--- src/rtl/note_envelope_pkg.sv ---
// Shared types and constants for the note envelope generator.
package note_env_pkg;

  localparam int unsigned LEVEL_W      = 16;
  localparam logic [15:0] MAX_LEVEL    = 16'hFFFF;
  localparam logic [5:0]  SILENCE_CODE = 6'd48;

  typedef enum logic [2:0] {
    ST_IDLE    = 3'd0,
    ST_ATTACK  = 3'd1,
    ST_DECAY   = 3'd2,
    ST_SUSTAIN = 3'd3,
    ST_RELEASE = 3'd4
  } env_state_e;

endpackage

--- src/rtl/note_envelope_if.sv ---
// Sample-path bus between the tone source and the envelope block.
interface note_envelope_if;

  logic        iSAMPLE_TICK;
  logic        iGATE;
  logic [5:0]  iNOTE;
  logic [15:0] iSAMPLE;
  logic [15:0] oSAMPLE;
  logic        oVALID;
  logic [2:0]  oSTATE;
  logic [15:0] oLEVEL;

  modport master (
    output iSAMPLE_TICK, iGATE, iNOTE, iSAMPLE,
    input  oSAMPLE, oVALID, oSTATE, oLEVEL
  );

  modport slave (
    input  iSAMPLE_TICK, iGATE, iNOTE, iSAMPLE,
    output oSAMPLE, oVALID, oSTATE, oLEVEL
  );

endinterface

--- src/rtl/note_envelope_scaler.sv ---
// Scales a signed sample by the unsigned envelope level and registers the result.
module env_scaler
  import note_env_pkg::*;
(
  input  logic               clk,
  input  logic               rst_n,
  input  logic               tick,
  input  logic [15:0]        sample,
  input  logic [LEVEL_W-1:0] level,
  output logic [15:0]        out_sample,
  output logic               out_valid
);

  logic signed [31:0] sample_ext;
  logic signed [31:0] level_ext;
  logic signed [31:0] product;

  // Level is zero-extended so 16'hFFFF acts as +65535, never as -1.
  assign sample_ext = 32'($signed(sample));
  assign level_ext  = $signed({16'b0, level});
  assign product    = sample_ext * level_ext;

  always_ff @(posedge clk or negedge rst_n) begin
    if (!rst_n) begin
      out_sample <= '0;
      out_valid  <= 1'b0;
    end else begin
      out_valid <= tick;
      if (tick) begin
        out_sample <= 16'(product >>> 16);
      end
    end
  end

endmodule

--- src/rtl/note_envelope.sv ---
// ADSR-style envelope stepped once per audio sample tick.
// Optional feature: define NOTE_ENV_RETRIG_EN to restart ATTACK when the held note changes.
module note_envelope
  import note_env_pkg::*;
#(
  parameter logic [15:0] ATTACK_INC  = 16'h1000,
  parameter logic [15:0] DECAY_DEC   = 16'h0400,
  parameter logic [15:0] SUSTAIN_LVL = 16'h8000,
  parameter logic [15:0] RELEASE_DEC = 16'h0800
) (
  input  logic           iCLK,
  input  logic           iRST_N,
  note_envelope_if.slave bus
);

  env_state_e         state_reg;
  logic [LEVEL_W-1:0] level_reg;
  logic               key_held;
  logic               retrig;
  logic [LEVEL_W:0]   attack_sum;
  logic [LEVEL_W:0]   decay_diff;
  logic [LEVEL_W:0]   release_diff;

  assign key_held     = bus.iGATE && (bus.iNOTE != SILENCE_CODE);
  assign attack_sum   = {1'b0, level_reg} + {1'b0, ATTACK_INC};
  assign decay_diff   = {1'b0, level_reg} - {1'b0, DECAY_DEC};
  assign release_diff = {1'b0, level_reg} - {1'b0, RELEASE_DEC};

`ifdef NOTE_ENV_RETRIG_EN
  logic [5:0] note_reg;

  always_ff @(posedge iCLK or negedge iRST_N) begin
    if (!iRST_N) begin
      note_reg <= SILENCE_CODE;
    end else if (bus.iSAMPLE_TICK && key_held) begin
      note_reg <= bus.iNOTE;
    end
  end

  assign retrig = key_held && (bus.iNOTE != note_reg);
`else
  assign retrig = 1'b0;
`endif

  // Releasing the key always wins over retrigger and over the natural transitions.
  always_ff @(posedge iCLK or negedge iRST_N) begin
    if (!iRST_N) begin
      state_reg <= ST_IDLE;
      level_reg <= '0;
    end else if (bus.iSAMPLE_TICK) begin
      unique case (state_reg)
        ST_IDLE: begin
          if (key_held) state_reg <= ST_ATTACK;
        end
        ST_ATTACK: begin
          if (!key_held) begin
            state_reg <= ST_RELEASE;
          end else if (!retrig) begin
            if (attack_sum >= {1'b0, MAX_LEVEL}) begin
              level_reg <= MAX_LEVEL;
              state_reg <= ST_DECAY;
            end else begin
              level_reg <= attack_sum[LEVEL_W-1:0];
            end
          end
        end
        ST_DECAY: begin
          if (!key_held) begin
            state_reg <= ST_RELEASE;
          end else if (retrig) begin
            state_reg <= ST_ATTACK;
          end else if (decay_diff[LEVEL_W] || (decay_diff[LEVEL_W-1:0] <= SUSTAIN_LVL)) begin
            level_reg <= SUSTAIN_LVL;
            state_reg <= ST_SUSTAIN;
          end else begin
            level_reg <= decay_diff[LEVEL_W-1:0];
          end
        end
        ST_SUSTAIN: begin
          if (!key_held) begin
            state_reg <= ST_RELEASE;
          end else if (retrig) begin
            state_reg <= ST_ATTACK;
          end
        end
        ST_RELEASE: begin
          if (key_held) begin
            state_reg <= ST_ATTACK;
          end else if (release_diff[LEVEL_W] || (release_diff[LEVEL_W-1:0] == '0)) begin
            level_reg <= '0;
            state_reg <= ST_IDLE;
          end else begin
            level_reg <= release_diff[LEVEL_W-1:0];
          end
        end
        default: begin
          state_reg <= ST_IDLE;
          level_reg <= '0;
        end
      endcase
    end
  end

  // Scaler sees the level before this tick's update.
  env_scaler u_scaler (
    .clk        (iCLK),
    .rst_n      (iRST_N),
    .tick       (bus.iSAMPLE_TICK),
    .sample     (bus.iSAMPLE),
    .level      (level_reg),
    .out_sample (bus.oSAMPLE),
    .out_valid  (bus.oVALID)
  );

  assign bus.oSTATE = state_reg;
  assign bus.oLEVEL = level_reg;

endmodule

--- src/flat_wrapper.sv ---
// flat-port wrapper written by rule: the top's interface ports become plain ports
module note_envelope_flat import note_env_pkg::*;
#(
  parameter logic [15:0] ATTACK_INC  = 16'h1000,
  parameter logic [15:0] DECAY_DEC   = 16'h0400,
  parameter logic [15:0] SUSTAIN_LVL = 16'h8000,
  parameter logic [15:0] RELEASE_DEC = 16'h0800
)
  (iCLK, iRST_N, bus_iSAMPLE_TICK, bus_iGATE, bus_iNOTE, bus_iSAMPLE, bus_oSAMPLE, bus_oVALID, bus_oSTATE, bus_oLEVEL);
  note_envelope_if bus_i ();
  input  logic iCLK;
  input  logic iRST_N;
  input wire logic [$bits(bus_i.iSAMPLE_TICK)-1:0] bus_iSAMPLE_TICK;
  input wire logic [$bits(bus_i.iGATE)-1:0] bus_iGATE;
  input wire logic [$bits(bus_i.iNOTE)-1:0] bus_iNOTE;
  input wire logic [$bits(bus_i.iSAMPLE)-1:0] bus_iSAMPLE;
  output wire logic [$bits(bus_i.oSAMPLE)-1:0] bus_oSAMPLE;
  output wire logic [$bits(bus_i.oVALID)-1:0] bus_oVALID;
  output wire logic [$bits(bus_i.oSTATE)-1:0] bus_oSTATE;
  output wire logic [$bits(bus_i.oLEVEL)-1:0] bus_oLEVEL;
  assign bus_i.iSAMPLE_TICK = bus_iSAMPLE_TICK;
  assign bus_i.iGATE = bus_iGATE;
  assign bus_i.iNOTE = bus_iNOTE;
  assign bus_i.iSAMPLE = bus_iSAMPLE;
  assign bus_oSAMPLE = bus_i.oSAMPLE;
  assign bus_oVALID = bus_i.oVALID;
  assign bus_oSTATE = bus_i.oSTATE;
  assign bus_oLEVEL = bus_i.oLEVEL;
  note_envelope #(.ATTACK_INC(ATTACK_INC), .DECAY_DEC(DECAY_DEC), .SUSTAIN_LVL(SUSTAIN_LVL), .RELEASE_DEC(RELEASE_DEC)) u_core (.iCLK(iCLK), .iRST_N(iRST_N), .bus(bus_i));
endmodule
--- config.mk ---
export PLATFORM = sky130hd
export DESIGN_NAME = note_envelope_flat
export DESIGN_NICKNAME = d
export VERILOG_FILES = /design/src/rtl/note_envelope_pkg.sv /design/src/rtl/note_envelope_if.sv /design/src/rtl/note_envelope_scaler.sv /design/src/rtl/note_envelope.sv /design/src/flat_wrapper.sv
export SDC_FILE = /design/constraint.sdc
export NUM_CORES = 1
export LEC_CHECK = 0
export CAP_MARGIN = 20
export CORE_ASPECT_RATIO = 1.5
export CORE_MARGIN = 4
export CORE_UTILIZATION = 53
export CTS_BUF_LIST = sky130_fd_sc_hd__clkbuf_16
export DETAILED_ROUTE_END_ITERATION = 12
export GPL_TIMING_DRIVEN = 0
export PLACE_DENSITY_LB_ADDON = 0.08
export SYNTH_ARGS = -nofsm -noshare
export SYNTH_HDL_FRONTEND = slang
export SYNTH_SLANG_ARGS = --single-unit
--- constraint.sdc ---
create_clock -name iCLK -period 9.41 [get_ports iCLK]
set_clock_uncertainty 0.2 [all_clocks]
set_input_delay 1.882 -clock iCLK [delete_from_list [all_inputs] [get_ports iCLK]]
set_output_delay 1.882 -clock iCLK [all_outputs]
set_load 0.01 [all_outputs]
==> summary.txt <==
==============================================================================
Post-CTS Setup Bufs .............................................            0
Setup Viol. Count Final .........................................            0
Hold Path Origin ................................................ u_core.u_scaler.out_sample[14]$_DFFE_PN0P_
Area of the multi-input gates ................................... 0.006892 mm^2
Area share of the largest cell type after synthesis .............       30.79%
Final core utilization ..........................................       60.16%
Cell type with the largest total area after synthesis ........... sky130_fd_sc_hd__fa_1
Setup repair after global routing missed its margin .............           no
Portion of total power attributed to the clock network ..........         5.1%
NetSw ...........................................................     1.130 mW
Final count of pins violating max slew ..........................            0
Final RePlAce weighted congestion ...............................       0.9121
Peak fanout along the critical path .............................            8
Final critical-path share of the clock period ...................       91.21%
VDD IR-drop max .................................................  0.0001933 V
Internal power summed over all cells ............................     1.000 mW
Initial antenna violation count .................................            0
Signal arrival time at the worst endpoint .......................      8590 ps
Vias in the first global route ..................................         7130
Ranking of synthesized cells by instance count .................. sky130_fd_sc_hd__inv_1 (194), sky130_fd_sc_hd__fa_1 (131), sky130_fd_sc_hd__ha_1 (127)
Average wire per standard cell ..................................     16.95 um
Worst hold stages ...............................................            2
Skew-Pair Late Insertion Delay ..................................       280 ps
Number of DRC markers in iteration 0 ............................          267
Post-synthesis sequential area ratio ............................       7.933%
Effective utilization at floorplan ..............................       54.26%
Total DRC errors in the routed layout ...........................            0
Average footprint of a synthesized cell .........................   8.771 um^2
Area of the die ................................................. 0.01820 mm^2
Number of buffers added by the clock tree synthesis step ........            3
Number of antenna diodes ........................................            0
Reg2Reg Launch Point ............................................ u_core.bus.oLEVEL[8]$_DFFE_PN0P_
Via count normalized by instance count ..........................        5.466
Synth area leaders .............................................. sky130_fd_sc_hd__fa_1 (31%), sky130_fd_sc_hd__ha_1 (19%), sky130_fd_sc_hd__inv_1 (8.6%), sky130_fd_sc_hd__dfrtp_1 (7.9%), sky130_fd_sc_hd__nand2_1 (4.6%)
Clock sink count ................................................           27
Logic pwr share .................................................        85.8%
Number of inserted filler cells in the final layout .............         1451
Post-synthesis register bit count ...............................           27
Post-Synthesis Net Count ........................................         1255
Register area ...................................................   675.6 um^2
LEAKAGE .........................................................     4.933 nW
Hold Buf Count CTS ..............................................            0
Number of cells on the worst reg-to-reg path ....................           24
Count of warnings emitted by yosys ..............................            0
Post-synthesis cell type count ..................................           69
Sw Share ........................................................       53.04%
Worst-margin pin slew ...........................................     743.4 ps
Slew HR .........................................................       50.28%
Minimum clock period ............................................      8583 ps
Routed WL .......................................................     20.94 mm
Library cell with the highest instance count after synthesis .... sky130_fd_sc_hd__inv_1
Post-synthesis instance total ...................................          971
Post-cts sizing count ...........................................            0
Combined area of all synthesized cells .......................... 0.008517 mm^2
Sequential cell fraction of total power .........................         9.1%
CTS tree ........................................................         done
Core Box Area ................................................... 0.01570 mm^2
Number of enable-type register cells in the synthesized netlist .            0
Startpoint types ................................................ primary input
Fraction of layout instances using a drive strength above 1 .....       3.779%
Critical Path Sink Type .........................................     register
Vias ............................................................         6751
GRT Util Overall ................................................       24.05%
Post-DP HPWL ....................................................     18.21 mm
Num ports .......................................................           62
Routed Antenna Nets .............................................            0
Sum of negative setup slack .....................................         0 ps
Worst path required time ........................................      9420 ps
Floorplan die width .............................................     111.5 um
Run status ......................................................    completed
Hold Path Class .................................................   reg -> reg
Site Rows .......................................................           56
Count of TritonRoute iterations in the first routing pass .......            5
Global-route wire length before repair ..........................     34.85 mm
Largest buffer count on any clock path ..........................            2
Total congestion overflow after global routing ..................            0
Root Buffer ..................................................... sky130_fd_sc_hd__clkbuf_16
Top achievable clock speed ......................................    116.5 MHz
Max capacitance violation total .................................            0
Worst-path clk slew .............................................        80 ps
Most instantiated flip-flop cell in the synthesis netlist ....... sky130_fd_sc_hd__dfrtp_1
Async S/R FF share, synth .......................................       100.0%
Category of the most critical setup path ........................    in -> reg
Post-synthesis to final-layout area growth ......................       10.87%
Net count reported at finish ....................................         1317
FF-to-FF End .................................................... u_core.u_scaler.out_sample[15]$_DFFE_PN0P_
Die Y ...........................................................     163.3 um
Worst Hold Endpoint ............................................. u_core.u_scaler.out_sample[14]$_DFFE_PN0P_
Slack of the worst reg-to-reg path ..............................      1290 ps
Pin count of the biggest net entering global routing ............           18
Hold Violations, Final ..........................................            0
Number of H-tree branching levels ...............................            1
Count of input and output buffers ...............................           56
Power density over cell area .................................... 225.5 mW/mm^2
==============================================================================
power by group through the flow:
stage	sequential [mW]	clock [mW]	combinational, mW
after floorplan	0.212	0	1.34
after global placement	0.195	0	1.83
after detailed placement	0.196	0	1.84
after CTS	0.194	0.111	1.86
after global routing	0.200	0.117	2.09
final	0.193	0.109	1.83
how the worst max path moves through the flow:
stage	slack (ps)	depth (start not counted)	endpoint	from
after floorplan	1800	22	u_core.u_scaler.out_sample[15]$_DFFE_PN0P_	bus_iSAMPLE[10]
after global placement	660	23	u_core.u_scaler.out_sample[15]$_DFFE_PN0P_	bus_iSAMPLE[11]
after detailed placement	590	23	u_core.u_scaler.out_sample[15]$_DFFE_PN0P_	bus_iSAMPLE[11]
after CTS	870	23	u_core.u_scaler.out_sample[15]$_DFFE_PN0P_	bus_iSAMPLE[11]
after global routing	490	23	u_core.u_scaler.out_sample[15]$_DFFE_PN0P_	bus_iSAMPLE[11]
final	830	23	u_core.u_scaler.out_sample[15]$_DFFE_PN0P_	bus_iSAMPLE[11]
layer usage:
| layer | global-route usage (%) | routed length, um | vias up |
|---|---|---|---|
| met2 | 44.89 | 11450 | 162 |
| met1 | 27.61 | 7745 | 3318 |
| li1 | - | - | 3224 |
| met3 | 1.742 | 696 | 47 |
| met5 | 0 | 0 | - |
| met4 | 11.84 | 1051 | 0 |
layout make-up:
type,count,share of cell area (%)
multi-input cells,701,72.98
plain buffers,48,2.306
well taps,203,2.690
inverters,195,7.751
clock inverters,1,0.09275
clock buffers,3,0.7950
flip-flops and latches,27,7.155
repair buffers,57,6.228
cells in the final DEF (no fill, tap or decap), types with 5 or more instances in the layout:
cell,Yosys,layout
sky130_fd_sc_hd__a211oi_1,5,5
sky130_fd_sc_hd__clkbuf_1,35,35
sky130_fd_sc_hd__buf_4,9,9
sky130_fd_sc_hd__dfrtp_1,27,27
sky130_fd_sc_hd__inv_1,194,194
sky130_fd_sc_hd__xnor2_1,20,20
sky130_fd_sc_hd__o211ai_1,6,6
sky130_fd_sc_hd__fa_1,131,131
sky130_fd_sc_hd__nor2_1,33,33
sky130_fd_sc_hd__nand3_1,8,8
sky130_fd_sc_hd__a21o_1,14,14
sky130_fd_sc_hd__clkdlybuf4s50_1,0,56
sky130_fd_sc_hd__mux2_2,5,5
sky130_fd_sc_hd__ha_1,127,127
sky130_fd_sc_hd__nand2_1,105,105
sky130_fd_sc_hd__nand4_1,10,10
sky130_fd_sc_hd__nor3_1,6,6
sky130_fd_sc_hd__a21boi_0,7,7
sky130_fd_sc_hd__and2_1,56,56
sky130_fd_sc_hd__o21ai_0,22,22
sky130_fd_sc_hd__xor2_1,19,19
sky130_fd_sc_hd__a21oi_1,36,36
state kept, by name (all words and copies together) (netlist names):
signal / cells
u_core.bus.oLEVEL: 7
u_core.bus.oSTATE: 3
u_core.u_scaler.out_valid: 1
u_core.u_scaler.out_sample: 16
critical path, stage by stage:
cell,delay [ps]
sky130_fd_sc_hd__clkdlybuf4s50_1,690
sky130_fd_sc_hd__and2_1,270
sky130_fd_sc_hd__inv_1,110
sky130_fd_sc_hd__fa_1,530
sky130_fd_sc_hd__xnor2_1,290
sky130_fd_sc_hd__ha_1,190
sky130_fd_sc_hd__a21o_1,150
sky130_fd_sc_hd__inv_1,150
sky130_fd_sc_hd__fa_1,550
sky130_fd_sc_hd__inv_1,80
sky130_fd_sc_hd__fa_1,470
sky130_fd_sc_hd__fa_1,550
sky130_fd_sc_hd__inv_1,50
sky130_fd_sc_hd__fa_1,520
sky130_fd_sc_hd__inv_1,40
sky130_fd_sc_hd__ha_1,390
sky130_fd_sc_hd__nand2_1,80
sky130_fd_sc_hd__o21ai_1,360
sky130_fd_sc_hd__nor3b_1,100
sky130_fd_sc_hd__a211oi_1,600
sky130_fd_sc_hd__o31a_1,240
sky130_fd_sc_hd__o21ai_0,90
sky130_fd_sc_hd__a31oi_1,180
cell families (layout without fill, tap and decap cells):
kind of cell | Yosys count | count (layout) | share of synthesized area [%]
simple gates | 250 | 250 | 14.31
flops | 27 | 27 | 7.933
buf+inv | 243 | 304 | 11.15
xor+xnor | 40 | 40 | 4.202
fa+ha+maj | 260 | 260 | 49.68
compound gates | 144 | 144 | 11.83
mux | 7 | 7 | 0.8961
per-stage QoR:
step / hold slack (ps) / power (mW) / setup slack (ps) / instances / instance area [um^2]
2_1_floorplan: 313.0 / 1.557 / 1803 / 971 / 8517
3_3_place_gp: 273.3 / 2.025 / 658.3 / 1230 / 9331
3_5_place_dp: 278.4 / 2.040 / 587.2 / 1231 / 9359
4_1_cts: 298.7 / 2.170 / 873.1 / 1235 / 9443
5_1_grt: 316.3 / 2.408 / 491.1 / 1235 / 9443
6_report: 292.9 / 2.130 / 826.7 / 1235 / 9443
Power figures use the tool's default switching activity.
